==> src/rtl/dmem_arb_pkg.sv <==
// rtl/dmem_arb_pkg.sv - shared types and constants for the data-memory port arbiter
package dmem_arb_pkg;

  localparam int ARB_AW = 32;
  localparam int ARB_DW = 32;

  localparam bit ARB_ID_CORE = 1'b0;
  localparam bit ARB_ID_DBG  = 1'b1;

  typedef enum logic [1:0] {
    IDLE  = 2'd0,
    ISSUE = 2'd1,
    RESP  = 2'd2
  } type_arb_state_e;

  typedef struct packed {
    logic                  req;
    logic                  we;
    logic [ARB_AW-1:0]     addr;
    logic [ARB_DW-1:0]     wdata;
    logic [ARB_DW/8-1:0]   mask;
  } type_arb_req_s;

  typedef struct packed {
    logic                  ack;
    logic [ARB_DW-1:0]     rdata;
    logic                  err;
  } type_arb_rsp_s;

  // Saturating increment for the 4-bit starvation counter.
  function automatic logic [3:0] sat_inc4(input logic [3:0] v);
    return (v == 4'hF) ? v : v + 4'd1;
  endfunction

endpackage

==> src/rtl/arb_prio_starve.sv <==
// rtl/arb_prio_starve.sv - fixed-priority winner select with bounded dbg starvation
module arb_prio_starve
  import dmem_arb_pkg::*;
#(
  parameter int MAX_WAIT = 4
) (
  input  logic       clk,
  input  logic       rst_n,
  input  logic [1:0] req,
  input  logic       arb_en,
  output logic       grant_id,
  output logic       grant_valid
);

  localparam logic [3:0] MAX_WAIT_W = 4'(MAX_WAIT);

  logic [3:0] wait_cnt_d;
  logic [3:0] wait_cnt_q;

  // Core wins by default; dbg wins when alone or after MAX_WAIT consecutive losses.
  always_comb begin
    grant_valid = arb_en && (req != 2'b00);
    grant_id    = ARB_ID_CORE;
    if (req[ARB_ID_DBG] && ((wait_cnt_q >= MAX_WAIT_W) || !req[ARB_ID_CORE])) begin
      grant_id = ARB_ID_DBG;
    end
  end

  // Count dbg losses to core while both contend; clear whenever dbg is granted.
  always_comb begin
    wait_cnt_d = wait_cnt_q;
    if (grant_valid && (grant_id == ARB_ID_DBG)) begin
      wait_cnt_d = 4'd0;
    end else if (arb_en && (req == 2'b11)) begin
      wait_cnt_d = sat_inc4(wait_cnt_q);
    end
  end

  // Starvation counter register.
  always_ff @(posedge clk) begin
    if (!rst_n) begin
      wait_cnt_q <= 4'd0;
    end else begin
      wait_cnt_q <= wait_cnt_d;
    end
  end

endmodule

==> src/rtl/dmem_port_arbiter.sv <==
// rtl/dmem_port_arbiter.sv - shares the memory data port between core and dbg masters
module dmem_port_arbiter
  import dmem_arb_pkg::*;
#(
  parameter int AW        = 32,
  parameter int DW        = 32,
  parameter int MEM_WORDS = 256,
  parameter int MAX_WAIT  = 4
) (
  input  logic            clk,
  input  logic            rst_n,

  input  logic            core_req_i,
  input  logic            core_we_i,
  input  logic [AW-1:0]   core_addr_i,
  input  logic [DW-1:0]   core_wdata_i,
  input  logic [DW/8-1:0] core_mask_i,
  output logic            core_ack_o,
  output logic [DW-1:0]   core_rdata_o,
  output logic            core_err_o,

  input  logic            dbg_req_i,
  input  logic            dbg_we_i,
  input  logic [AW-1:0]   dbg_addr_i,
  input  logic [DW-1:0]   dbg_wdata_i,
  input  logic [DW/8-1:0] dbg_mask_i,
  output logic            dbg_ack_o,
  output logic [DW-1:0]   dbg_rdata_o,
  output logic            dbg_err_o,

  output logic            mem_req_o,
  output logic            mem_we_o,
  output logic [AW-3:0]   mem_addr_o,
  output logic [DW-1:0]   mem_wdata_o,
  output logic [DW/8-1:0] mem_mask_o,
  input  logic [DW-1:0]   mem_rdata_i
);

  localparam logic [AW-3:0] MEM_WORDS_W = (AW-2)'(MEM_WORDS);

  type_arb_state_e state_d, state_q;

  logic            cmd_id_d,    cmd_id_q;
  logic            cmd_we_d,    cmd_we_q;
  logic [AW-3:0]   cmd_addr_d,  cmd_addr_q;
  logic [DW-1:0]   cmd_wdata_d, cmd_wdata_q;
  logic [DW/8-1:0] cmd_mask_d,  cmd_mask_q;
  logic            cmd_oor_d,   cmd_oor_q;

  logic            arb_en;
  logic            grant_id;
  logic            grant_valid;
  logic [AW-3:0]   win_addr;

  // Byte-offset bits are never used: the memory port is word addressed.
  logic            unused_byte_offs;
  assign unused_byte_offs = ^{core_addr_i[1:0], dbg_addr_i[1:0]};

  assign arb_en = (state_q == IDLE);

  arb_prio_starve #(
    .MAX_WAIT (MAX_WAIT)
  ) u_prio (
    .clk         (clk),
    .rst_n       (rst_n),
    .req         ({dbg_req_i, core_req_i}),
    .arb_en      (arb_en),
    .grant_id    (grant_id),
    .grant_valid (grant_valid)
  );

  assign win_addr = (grant_id == ARB_ID_DBG) ? dbg_addr_i[AW-1:2] : core_addr_i[AW-1:2];

  // Sequencing IDLE -> ISSUE -> RESP and capture of the granted command.
  always_comb begin
    state_d     = state_q;
    cmd_id_d    = cmd_id_q;
    cmd_we_d    = cmd_we_q;
    cmd_addr_d  = cmd_addr_q;
    cmd_wdata_d = cmd_wdata_q;
    cmd_mask_d  = cmd_mask_q;
    cmd_oor_d   = cmd_oor_q;
    case (state_q)
      IDLE: begin
        if (grant_valid) begin
          cmd_id_d    = grant_id;
          cmd_addr_d  = win_addr;
          cmd_oor_d   = (win_addr >= MEM_WORDS_W);
          if (grant_id == ARB_ID_DBG) begin
            cmd_we_d    = dbg_we_i;
            cmd_wdata_d = dbg_wdata_i;
            cmd_mask_d  = dbg_mask_i;
          end else begin
            cmd_we_d    = core_we_i;
            cmd_wdata_d = core_wdata_i;
            cmd_mask_d  = core_mask_i;
          end
          state_d = ISSUE;
        end
      end
      ISSUE:   state_d = RESP;
      RESP:    state_d = IDLE;
      default: state_d = IDLE;
    endcase
  end

  // State and command registers; reset drops any transaction in flight.
  always_ff @(posedge clk) begin
    if (!rst_n) begin
      state_q     <= IDLE;
      cmd_id_q    <= ARB_ID_CORE;
      cmd_we_q    <= 1'b0;
      cmd_addr_q  <= '0;
      cmd_wdata_q <= '0;
      cmd_mask_q  <= '0;
      cmd_oor_q   <= 1'b0;
    end else begin
      state_q     <= state_d;
      cmd_id_q    <= cmd_id_d;
      cmd_we_q    <= cmd_we_d;
      cmd_addr_q  <= cmd_addr_d;
      cmd_wdata_q <= cmd_wdata_d;
      cmd_mask_q  <= cmd_mask_d;
      cmd_oor_q   <= cmd_oor_d;
    end
  end

  // Memory strobe only in ISSUE for in-range commands; mask is meaningless on reads.
  always_comb begin
    mem_req_o   = 1'b0;
    mem_we_o    = 1'b0;
    mem_addr_o  = '0;
    mem_wdata_o = '0;
    mem_mask_o  = '0;
    if ((state_q == ISSUE) && !cmd_oor_q) begin
      mem_req_o   = 1'b1;
      mem_we_o    = cmd_we_q;
      mem_addr_o  = cmd_addr_q;
      mem_wdata_o = cmd_wdata_q;
      mem_mask_o  = cmd_we_q ? cmd_mask_q : '0;
    end
  end

  // Route the single-cycle response in RESP to whichever requester was granted.
  always_comb begin
    core_ack_o   = 1'b0;
    core_rdata_o = '0;
    core_err_o   = 1'b0;
    dbg_ack_o    = 1'b0;
    dbg_rdata_o  = '0;
    dbg_err_o    = 1'b0;
    if (state_q == RESP) begin
      if (cmd_id_q == ARB_ID_DBG) begin
        dbg_ack_o   = 1'b1;
        dbg_err_o   = cmd_oor_q;
        dbg_rdata_o = (!cmd_we_q && !cmd_oor_q) ? mem_rdata_i : '0;
      end else begin
        core_ack_o   = 1'b1;
        core_err_o   = cmd_oor_q;
        core_rdata_o = (!cmd_we_q && !cmd_oor_q) ? mem_rdata_i : '0;
      end
    end
  end

endmodule
==> config.mk <==
export PLATFORM = sky130hd
export DESIGN_NAME = dmem_port_arbiter
export DESIGN_NICKNAME = d
export VERILOG_FILES = /design/src/rtl/dmem_arb_pkg.sv /design/src/rtl/arb_prio_starve.sv /design/src/rtl/dmem_port_arbiter.sv
export SDC_FILE = /design/constraint.sdc
export NUM_CORES = 1
export LEC_CHECK = 0
export CORE_AREA = 2 2 120 122
export DETAILED_ROUTE_END_ITERATION = 8
export DIE_AREA = 0 0 122 124
export PLACE_DENSITY = 0.85
export SLEW_MARGIN = 10
export SYNTH_ARGS = -nofsm -noshare
export SYNTH_HDL_FRONTEND = slang
export SYNTH_SLANG_ARGS = --single-unit
==> constraint.sdc <==
create_clock -name clk -period 3.55 [get_ports clk]
set_input_delay 0.355 -clock clk [delete_from_list [all_inputs] [get_ports clk]]
set_output_delay 0.355 -clock clk [all_outputs]
set_load 0.01 [all_outputs]
* After elaboration in Yosys (flattened, before gate mapping)
Cells that the tools add are included.
Widths: inputs -> output; s select.
** Word-level totals
- RAM bits :: 0
- Memories kept :: 0
- Latch bits :: 0
- Word-level logic and storage cells :: 59
- ROM bits :: 0
- Output and inout port bits :: 136
- Bits of input ports :: 174
- Register bits after elaboration :: 75
** Operators by class
- Divide/modulo/power cells :: 0
- Shift operators :: 0
- Reductions and logical operators :: 15
- Bitwise logic cells :: 2
- Add/subtract/negate cells :: 1
- Equality and inequality tests :: 5
- Multipliers :: 0
- Magnitude comparators :: 2
- Mux-type cells :: 26
** Operators by type and width (number)
- $mux 32 :: 7
- $mux 30 :: 2
- $ge 30x9->1 const B :: 1
- $mux 1 :: 12
- $mux 4 :: 3
- $logic_and 1x1->1 :: 6
- $add 4x1->4 const B :: 1
- $eq 2x2->1 const B :: 2
- $eq 4x4->1 const B :: 1
- $ge 4x3->1 const B :: 1
- $pmux 2 s2 :: 1
- $reduce_and 2->1 :: 2
- $logic_not 1->1 :: 3
- $eq 2x1->1 const B :: 1
- $logic_not 2->1 :: 1
- $mux 2 :: 1
- $ne 2x2->1 const B :: 1
- $not 1->1 :: 2
- $reduce_bool 2->1 :: 1
- $reduce_or 2->1 :: 1
- $logic_or 1x1->1 :: 1

* Depth between registers and ports, before layout
Gate-level depths: netlist of the first run.
- Depth in word-level cells :: 6
- Gate-level depth with buffers :: 6
- Gate-level depth less buffers :: 5

* By module
Synthesis of the first run repeated with hierarchy kept, for this count alone.
** Second synthesis, totals
- Cells, all modules :: 507
- Area, all modules :: 4468.0 um^2
** Modules (own cells, without submodules)
- dmem_port_arbiter :: times used 1, area an instance 4265.3 um^2, cells an instance 485, sequential area each 1421.4 um^2
- arb_prio_starve :: times used 1, area an instance 202.7 um^2, cells an instance 22, sequential area each 80.1 um^2

* Worst setup path after synthesis of the first run
No wires, ideal clock.
- Path kind :: register -> output
- From :: register state_q[0]
- To :: output port mem_addr_o[0]
- Stages on the path, launching flop included :: 5
- Arrival time :: 1.235 ns
- Setup slack :: 1.960 ns
- Data required time :: 3.195 ns
- Cells stage by stage :: dfxtp_1 -> nor3b_2 -> buf_2 -> clkbuf_1 -> and2_1
** On the way
- Cells in the longest elaborated chain, start to end :: 3
** Ends and longest elaborated chain
- start, declared :: RTL line dmem_port_arbiter.sv:41 : type_arb_state_e state_d, state_q;
- start signal, assigned :: RTL line dmem_port_arbiter.sv:118 : state_q <= state_d;
- $eq 2x1->1 :: RTL line dmem_port_arbiter.sv:135 : if ((state_q == ISSUE) && !cmd_oor_q) begin
- $logic_and 1x1->1 :: RTL line dmem_port_arbiter.sv:135
- $mux 30 :: RTL line dmem_port_arbiter.sv:135
- end, declared :: RTL line dmem_port_arbiter.sv:33 : output logic [AW-3:0] mem_addr_o,
No other way between the ends.

* Final worst setup path of the first run
- From :: register state_q[0]
- To :: output port mem_wdata_o[31]
** On the way
- Cells in the longest elaborated chain, start to end :: 3
** Ends and longest elaborated chain
- $eq 2x1->1 :: RTL line dmem_port_arbiter.sv:135
- $logic_and 1x1->1 :: RTL line dmem_port_arbiter.sv:135
- $mux 32 :: RTL line dmem_port_arbiter.sv:135
- end, declared :: RTL line dmem_port_arbiter.sv:34 : output logic [DW-1:0] mem_wdata_o,
No other way between the ends.

==> results list, run 1 <==
- Outcome: completed
- The tree built by TritonCTS fans out to 75 sinks.
- The HPWL after detailed placement is 11.9 mm.
- Diode count: 0
* Area share of the largest cell type after synthesis: 0.334
* Max_cap viols: 0
- The min-delay analysis places its worst path in the category reg2reg.
- Across every metal layer, demand over resource in global routing totals 0.190.
* Highest routing layer actually used: met4
- Basic-gate share of the synthesized area counting and, or, nand and nor cells: 0.293
- The detail route stage leaves a number of antenna-violating nets equal to 0.
* Combinational group share of total power: 0.268
- Count of buffers added by post-CTS timing repair for setup: 0
* CTS tree: built
* Async S/R FF share, synth: 0
- In the final layout, the multi-input gates occupy 0.00270 mm2.
- STA classifies the critical path startpoint as a flop.
- Post-synthesis mux area share: 0.149
* Placed cells: 958
- Y dimension of the die: 124 um
* DRT iter0 DRCs: 152
- Inserted Clock Buffers: 9
- The H-tree generated during clock tree synthesis spans 3 levels.
- Final-report setup violation count: 0
- After clock tree synthesis, the repair step resized 0 gates.
- For this design the ratio of total power to cell area is 329 mW/mm2.
* Clock-pin transition on the worst setup and hold timing paths: 0.05 ns
- During synthesis, Yosys emitted a total of 0 warnings.
- WS Path Type: reg2out
- Count of boundary I/O pins: 310
* Number of distinct library cells after synthesis: 33
* NetSw: 699 uW
- Across the whole layout, storage elements account for 0.00150 mm2.
- Of the total synthesized cell area, the portion taken by XOR and XNOR cells is 0.00389.
- By area the synthesized netlist is led by sky130_fd_sc_hd__dfxtp_1 (33%), sky130_fd_sc_hd__mux2i_1 (15%), sky130_fd_sc_hd__and3_1 (9.6%), sky130_fd_sc_hd__and2_1 (9.0%), sky130_fd_sc_hd__a211oi_1 (8.0%).
- The die covers 0.0151 mm2.
- The first global-routing pass estimated 22.4 mm of wire.
- Crit path capture type: output port
* Die extent in x: 122 um
- The number of global-route vias before repair was 4317.
* Post-route DRC: 0
* Final cell count without fillers: 974
- The tree is rooted in a sky130_fd_sc_hd__clkbuf_16.
* Syn Std Cell Area: 0.00450 mm2
- Antenna violations before repair: 0
- Internal power: 1.90 mW
- The share of the Yosys chip area taken by registers is 0.334.
- RePlAce Congestion: 0.839
- Count of port buffers added during placement: 305
* Wire length on met2: 7.77 mm
- Row Count: 43
- The clock reaches the later pin of the worst-skew pair after 0.32 ns.
- Number of nets in the synthesized netlist: 686
- Min cycle time layout: 2.48 ns
* Normalized max-slew margin: 0.518
- Buffer levels on the longest clock path: 2
* Total iterations of the first detailed-routing run: 4
- Placeable core region: 0.0137 mm2
- For the worst setup path, the data required time is 3.19 ns.
* CP max FO: 40
- After detailed routing, the number of vias per cell comes to 4.78.
- Entering global routing, the biggest net connects 65 pins.
* Share of layout cells above drive strength 1: 0.0680
- For this run, the share of the core covered by cells in the final layout is 0.576.
* Clock share of power: 0.354
* Number of synthesized flops with an enable pin: 0
- Via count: 4655
- Adder-cell share of the synthesized area: 0.00278
* Mean instance size in the synthesized netlist: 8.80 um2
- The analysis attributes to cell leakage a power of 3.46 nW.
- For the final routed database, the setup TNS stands at 0 ns.
- Top achievable clock speed: 0.403 GHz
- The layout has 1238 filler cells.
* Dominant combinational cell family by area after synthesis: simple AND/OR/NAND/NOR gates
* Biggest area consumer among synthesized cells: sky130_fd_sc_hd__dfxtp_1
* Share of total power consumed by net switching: 0.269
- The routed design uses 1.29 mm of met3 wire.
* Predominant post-synthesis flop cell: sky130_fd_sc_hd__dfxtp_1
- Critical Path AT: 2.12 ns
- Wire length after detailed routing: 15.2 mm
- Final #Nets: 964
- Cell types with the highest counts after synthesis: sky130_fd_sc_hd__dfxtp_1 (75), sky130_fd_sc_hd__nor2_1 (75), sky130_fd_sc_hd__and3_1 (69)
- Area Growth Syn to Fin: 75.7%
- Summed over all layers, the global routing overflow is 0.
* Sequential Power Share: 0.378
- The max-slew violation count is 0.
- Synthesized instance count: 511
* Starting density of the core: 0.328
- In the finished design, the share of the clock period the worst path needs comes to 0.698.
- The synthesized-area fraction occupied by ao, oa, aoi and oai cells is 0.145.
* Final Hold Vio Count: 0
- Setup repair after global routing missed its margin: false
* Worst voltage drop across the vdd grid: 0.280 mV
- Across all hold checks on the routed design, the worst slack comes to 0.490 ns.
- For this design, the CTS-stage hold fixing added 0 buffers.
- Slew at the pin closest to its max-slew limit: 0.723 ns
- Average wire per cell in the routed design: 15.6 um
* Worst clock skew on the final layout: 0.00883 ns
- For this block, wires on met1 add up to 5.69 mm.
- Flip-flop and latch count after synthesis: 75
[layout by cell type, fill, tap and decap left out, types with 2 or more instances in the layout]
cell	n
sky130_fd_sc_hd__a211oi_1	48
sky130_fd_sc_hd__a211oi_2	19
sky130_fd_sc_hd__a21oi_1	2
sky130_fd_sc_hd__and2_1	65
sky130_fd_sc_hd__and3_1	69
sky130_fd_sc_hd__and4b_1	2
sky130_fd_sc_hd__buf_12	2
sky130_fd_sc_hd__buf_4	9
sky130_fd_sc_hd__clkbuf_16	9
sky130_fd_sc_hd__clkbuf_8	2
sky130_fd_sc_hd__clkdlybuf4s50_1	305
sky130_fd_sc_hd__clkinv_2	2
sky130_fd_sc_hd__dfxtp_1	75
sky130_fd_sc_hd__inv_1	2
sky130_fd_sc_hd__inv_2	2
sky130_fd_sc_hd__mux2i_1	67
sky130_fd_sc_hd__nand2_1	5
sky130_fd_sc_hd__nand3_1	3
sky130_fd_sc_hd__nand4_1	2
sky130_fd_sc_hd__nor2_1	74
sky130_fd_sc_hd__nor3_1	2
sky130_fd_sc_hd__nor3b_2	2
sky130_fd_sc_hd__nor4_1	10
sky130_fd_sc_hd__xor2_1	2
[area by class of cell]
cell class / instances / share of cell area
flip-flops and latches: 75 / 0.190
repair buffers: 316 / 0.400
well taps: 180 / 0.0285
clock inverters: 4 / 0.00617
multi-input cells: 383 / 0.341
inverters: 4 / 0.00190
clock buffers: 12 / 0.0325
[per-layer routing]
layer / vias up / GRT usage
met5: - / 0
met4: 0 / 0.0690
met3: 24 / 0.0559
met2: 198 / 0.353
met1: 2056 / 0.203
li1: 2377 / -
[state kept, by name (all words and copies together) (netlist names)]
name               count
cmd_we_q               1
cmd_wdata_q           32
cmd_oor_q              1
cmd_mask_q             4
state_q                2
u_prio.wait_cnt_q      4
cmd_id_q               1
cmd_addr_q            30
[kinds of logic (layout without fill, tap and decap cells)]
kind of cell / Yosys count / count (layout)
adder cells (fa/ha/maj): 1 / 1
multiplexers: 67 / 67
flip-flops: 75 / 75
AO/OA/AOI/OAI: 75 / 75
AND/OR/NAND/NOR: 238 / 238
buffers and inverters: 53 / 336
XOR/XNOR: 2 / 2
[stage by stage]
| stage | power (mW) | cell area (um2) | worst slack [ns] |
|---|---|---|---|
| CTS | 2.63 | 7900 | 1.05 |
| floorplan | 1.35 | 4500 | 1.96 |
| detailed placement | 1.70 | 7600 | 1.18 |
| global placement | 1.69 | 7600 | 1.22 |
| global route | 2.74 | 7900 | 0.954 |
| finish | 2.60 | 7900 | 1.07 |
[final timing paths]
check / cells after the start / slack (ns) / startpoint / to
worst min-delay path: 2 / 0.49 / u_prio.wait_cnt_q[1]$_SDFFE_PP0P_ / u_prio.wait_cnt_q[1]$_SDFFE_PP0P_
worst min register to register: 2 / 0.49 / u_prio.wait_cnt_q[1]$_SDFFE_PP0P_ / u_prio.wait_cnt_q[1]$_SDFFE_PP0P_
worst max register to register: 5 / 1.69 / state_q[0]$_SDFFE_PN0P_ / cmd_wdata_q[8]$_SDFFE_PN0P_
worst max-delay path: 4 / 1.07 / state_q[0]$_SDFFE_PN0P_ / mem_wdata_o[31]
[power by group through the flow]
| stage | clock, mW | sequential (mW) | combinational, mW |
|---|---|---|---|
| floorplan | 0 | 0.985 | 0.365 |
| global placement | 0 | 0.996 | 0.689 |
| detailed placement | 0 | 1.00 | 0.700 |
| CTS | 0.948 | 0.983 | 0.702 |
| global route | 0.981 | 0.994 | 0.762 |
| finish | 0.919 | 0.982 | 0.696 |
[worst max-delay path: stages (launching register included)]
cell and delay [ns]:
sky130_fd_sc_hd__dfxtp_1 0.45, sky130_fd_sc_hd__nor3b_4 0.24, sky130_fd_sc_hd__buf_4 0.33, sky130_fd_sc_hd__and2_1 0.18, sky130_fd_sc_hd__clkdlybuf4s50_1 0.58
Note: power is estimated with default switching activity, not from simulation.
==> inputs of run 2 (changes only) <==
==> constraint.sdc (replaced) <==
create_clock -name clk -period 2.5 [get_ports clk]
set_input_delay 0.25 -clock clk [delete_from_list [all_inputs] [get_ports clk]]
set_output_delay 0.25 -clock clk [all_outputs]
set_load 0.01 [all_outputs]
==> run 2 against run 1 <==
Net effect: clock power is 41% higher; die area is the same; core utilization grew 0.84 points; combinational power up 48%; clock skew fell by 0.0017 ns; critical endpoint is now mem_mask_o[3]; highest routed layer unchanged.
==> results list, run 2 (synthesis gave the netlist of run 1 again) <==
* Worst Min Path Start: u_prio.wait_cnt_q[1]$_SDFFE_PP0P_
- The die area was 0.0151 mm2 (unchanged).
* Max_cap viols: 0 (unchanged)
- The final worst setup slack came to 0.224 ns (-0.847 ns).
- The initial antenna violation count is 0 (unchanged).
* Endpoint of the worst-slack reg-to-reg timing path: cmd_addr_q[8]$_SDFFE_PN0P_
* Diode count: 0 (unchanged)
- The library cells used most frequently in the layout, excluding fill and tap cells, are sky130_fd_sc_hd__clkdlybuf4s50_1 (305), sky130_fd_sc_hd__dfxtp_1 (75), sky130_fd_sc_hd__nor2_1 (74).
* Endpoint, Worst Hold: u_prio.wait_cnt_q[1]$_SDFFE_PP0P_
- The summed area of non-filler cells in the final layout is 0.00802 mm2 (+1.5%).
* Wire length after detailed routing: 15.3 mm (+1.2%)
* Min-Delay Path Class: reg2reg
- The height of the die was 124 um (unchanged).
- The number of nets in the layout is 973 (+0.93%).
- Register with the most flip-flops: cmd_wdata_q
- The wire length of the first global-routing pass came to 23.1 mm (+3.1%).
- Post-route DRC: 0 (unchanged)
- The cell count of the worst hold path is 2 (unchanged).
* Flip-flop count of the largest register, all copies and words added: 32 (unchanged)
- TritonCTS sink count: 75 (unchanged)
- TritonCTS built the clock tree.
- DRT iter0 DRCs: 139 (-8.6%)
- Required time at the endpoint of the critical path: 2.25 ns (-0.94 ns)
* RePlAce Congestion: 0.845 (+0.76%)
* Worst-Skew Late Latency: 0.32 ns (about the same)
* Slew at the pin closest to its max-slew limit: 0.510 ns (-0.212 ns)
* Crit path capture type: output port
* Overall power consumption: 3.73 mW (+43%)
- Setup repair after global routing missed its margin: false
- Via count: 4753 (+2.1%)
- The final setup skew is 0.00710 ns (-0.00173 ns).
* Quantity of hold-fixing buffers added after cts: 0 (unchanged)
* Worst voltage drop across the vdd grid: 0.327 mV (+17%)
- The worst setup slack for register-to-register paths is 0.81 ns (-0.88 ns).
- The number of top-level pins was 310 (unchanged).
* Row Count: 43 (unchanged)
- Count of pins over their slew limit: 0 (unchanged)
* Reg2Reg Depth: 5 (unchanged)
- The library cell used most frequently in the layout, excluding fill and tap cells, is sky130_fd_sc_hd__clkdlybuf4s50_1.
* Clock-pin transition on the worst setup and hold timing paths: 0.05 ns (about the same)
* DRT antenna net count: 0 (unchanged)
* Per-cell via count in the routed design: 4.84 (+1.3%)
- The largest registers in the layout are cmd_wdata_q (32), cmd_addr_q (30).
- Static timing analysis puts the maximum clock frequency at 0.439 GHz.
- Placeable core region: 0.0137 mm2 (unchanged)
- CP max FO: 68 (+70%)
- Area Growth Syn to Fin: 78.3%
* Final cell count without fillers: 982 (+0.82%)
* Buffer and inverter count on the worst path: 2 (unchanged)
* H-tree levels: 3 (unchanged)
- Die extent in x: 122 um (unchanged)
- Clock root cell: sky130_fd_sc_hd__clkbuf_16
- Min cycle time layout: 2.28 ns
* Final hold slack: 0.480 ns (-0.00994 ns)
- Count of buffers added by post-CTS timing repair for setup: 0 (unchanged)
- The number of global-route vias before repair is 4549 (+5.4%).
* Critical Path AT: 2.03 ns (-0.09 ns)
* Normalized max-slew margin: 0.660 (+0.142)
- CP top delay family: buffers and inverters
* Worst slack after detailed placement: 0.441 ns (-0.736 ns)
* Total iterations of the first detailed-routing run: 4 (unchanged)
- Power density over the cells: 465 mW/mm2 (+41%)
- Count of port buffers added during placement: 305 (unchanged)
* Share of layout cells above drive strength 1: 0.0786 (+0.0105)
- Placement-stage cell area: 0.00772 mm2 (+1.5%)
- Delay of the slowest cell on the worst path: 0.55 ns (-0.03 ns)
- Total negative slack for setup checks: 0 ns (unchanged)
* Starting density of the core: 0.328 (unchanged)
- The overflow left after global routing was 0 (unchanged).
- In the finished design, the share of the clock period the worst path needs comes to 0.911.
- Post-cts repair resize count: 0 (unchanged)
* WS Path Type: reg2out
- Placed wire-length estimate after detailed placement: 12.2 mm (+2.5%)
* Leak pwr: 3.51 nW (+1.5%)
- Total of fill cells in the finished design: 1212 (-2.1%)
- The total routing usage reported by global routing is 0.197 (+0.00668).
- The maximum buffer depth of the clock tree is 2 (unchanged).
- The number of buffers inserted during clock tree synthesis was 9 (unchanged).
* Average wire per cell in the routed design: 15.6 um (+0.37%)
- Final Core Density: 0.584 (+0.00839)
- The largest individual stage delay along the critical path comes from the cell sky130_fd_sc_hd__clkdlybuf4s50_1.
* Pin count of the biggest net entering global routing: 69 (+6.2%)
- List of cells traversed by the critical path: nor3b_4 -> buf_12 -> and3_1 -> clkdlybuf4s50_1
- Final-report setup violation count: 0 (unchanged)
* Final Hold Vio Count: 0 (unchanged)
- Placed cells: 967 (+0.94%)
* Outcome: completed
- The worst register-to-register path begins at state_q[1]$_SDFFE_PN0P_.
- Crit start category: flop
==> run 2: changes by cell type in the layout (fill, tap and decap cells not counted), sizes merged <==
| cell | change |
|---|---|
| clkinvlp | +2 |
| clkbuf | -1 |
| clkinv | -2 |
| buf | +9 |
==> run 2: worst max path at each step <==
stage          cells past startpoint               startpoint                      endpoint
2_1_floorplan                      4  state_q[0]$_SDFFE_PN0P_                 mem_addr_o[0]
3_3_place_gp                       6               core_req_i  cmd_wdata_q[31]$_SDFFE_PN0P_
3_5_place_dp                       6               core_req_i  cmd_wdata_q[31]$_SDFFE_PN0P_
4_1_cts                            4   cmd_oor_q$_SDFFE_PN0P_                 mem_mask_o[3]
5_1_grt                            4   cmd_oor_q$_SDFFE_PN0P_                 mem_mask_o[3]
6_report                           4  state_q[0]$_SDFFE_PN0P_                 mem_mask_o[3]
==> run 2: layer usage <==
metal  vias to the layer above  part of all wire  track usage
li1                       2401                 -            -
met2                       194              0.52        0.374
met4                         0             0.024       0.0754
met5                         -                 0            0
met3                        25             0.088       0.0577
met1                      2133              0.37        0.202
==> run 2: worst reg2reg max path, delay by kind of cell (launching register included) <==
family	cells	cell delay (ns)
AND/OR/NAND/NOR	2	0.28
buffers and inverters	1	0.29
flip-flops	1	0.37
AO/OA/AOI/OAI	2	0.69
==> run 2: cell type report <==
type / instances / area, um2 / area share
inverter: 4 / 15.0 / 0.00187
tap: 180 / 225 / 0.0281
clock buffer: 11 / 253 / 0.0315
multi-input combinational: 383 / 2700 / 0.336
clock inverter: 4 / 50.0 / 0.00624
sequential: 75 / 1500 / 0.187
timing repair buffer: 325 / 3280 / 0.409
==> run 2: where the power goes <==
group          total [mW]  internal, mW  switching, mW
Sequential           1.40          1.33         0.0668
Clock                1.30         0.819          0.478
Combinational        1.03         0.576          0.457
Total                3.73          2.72           1.00
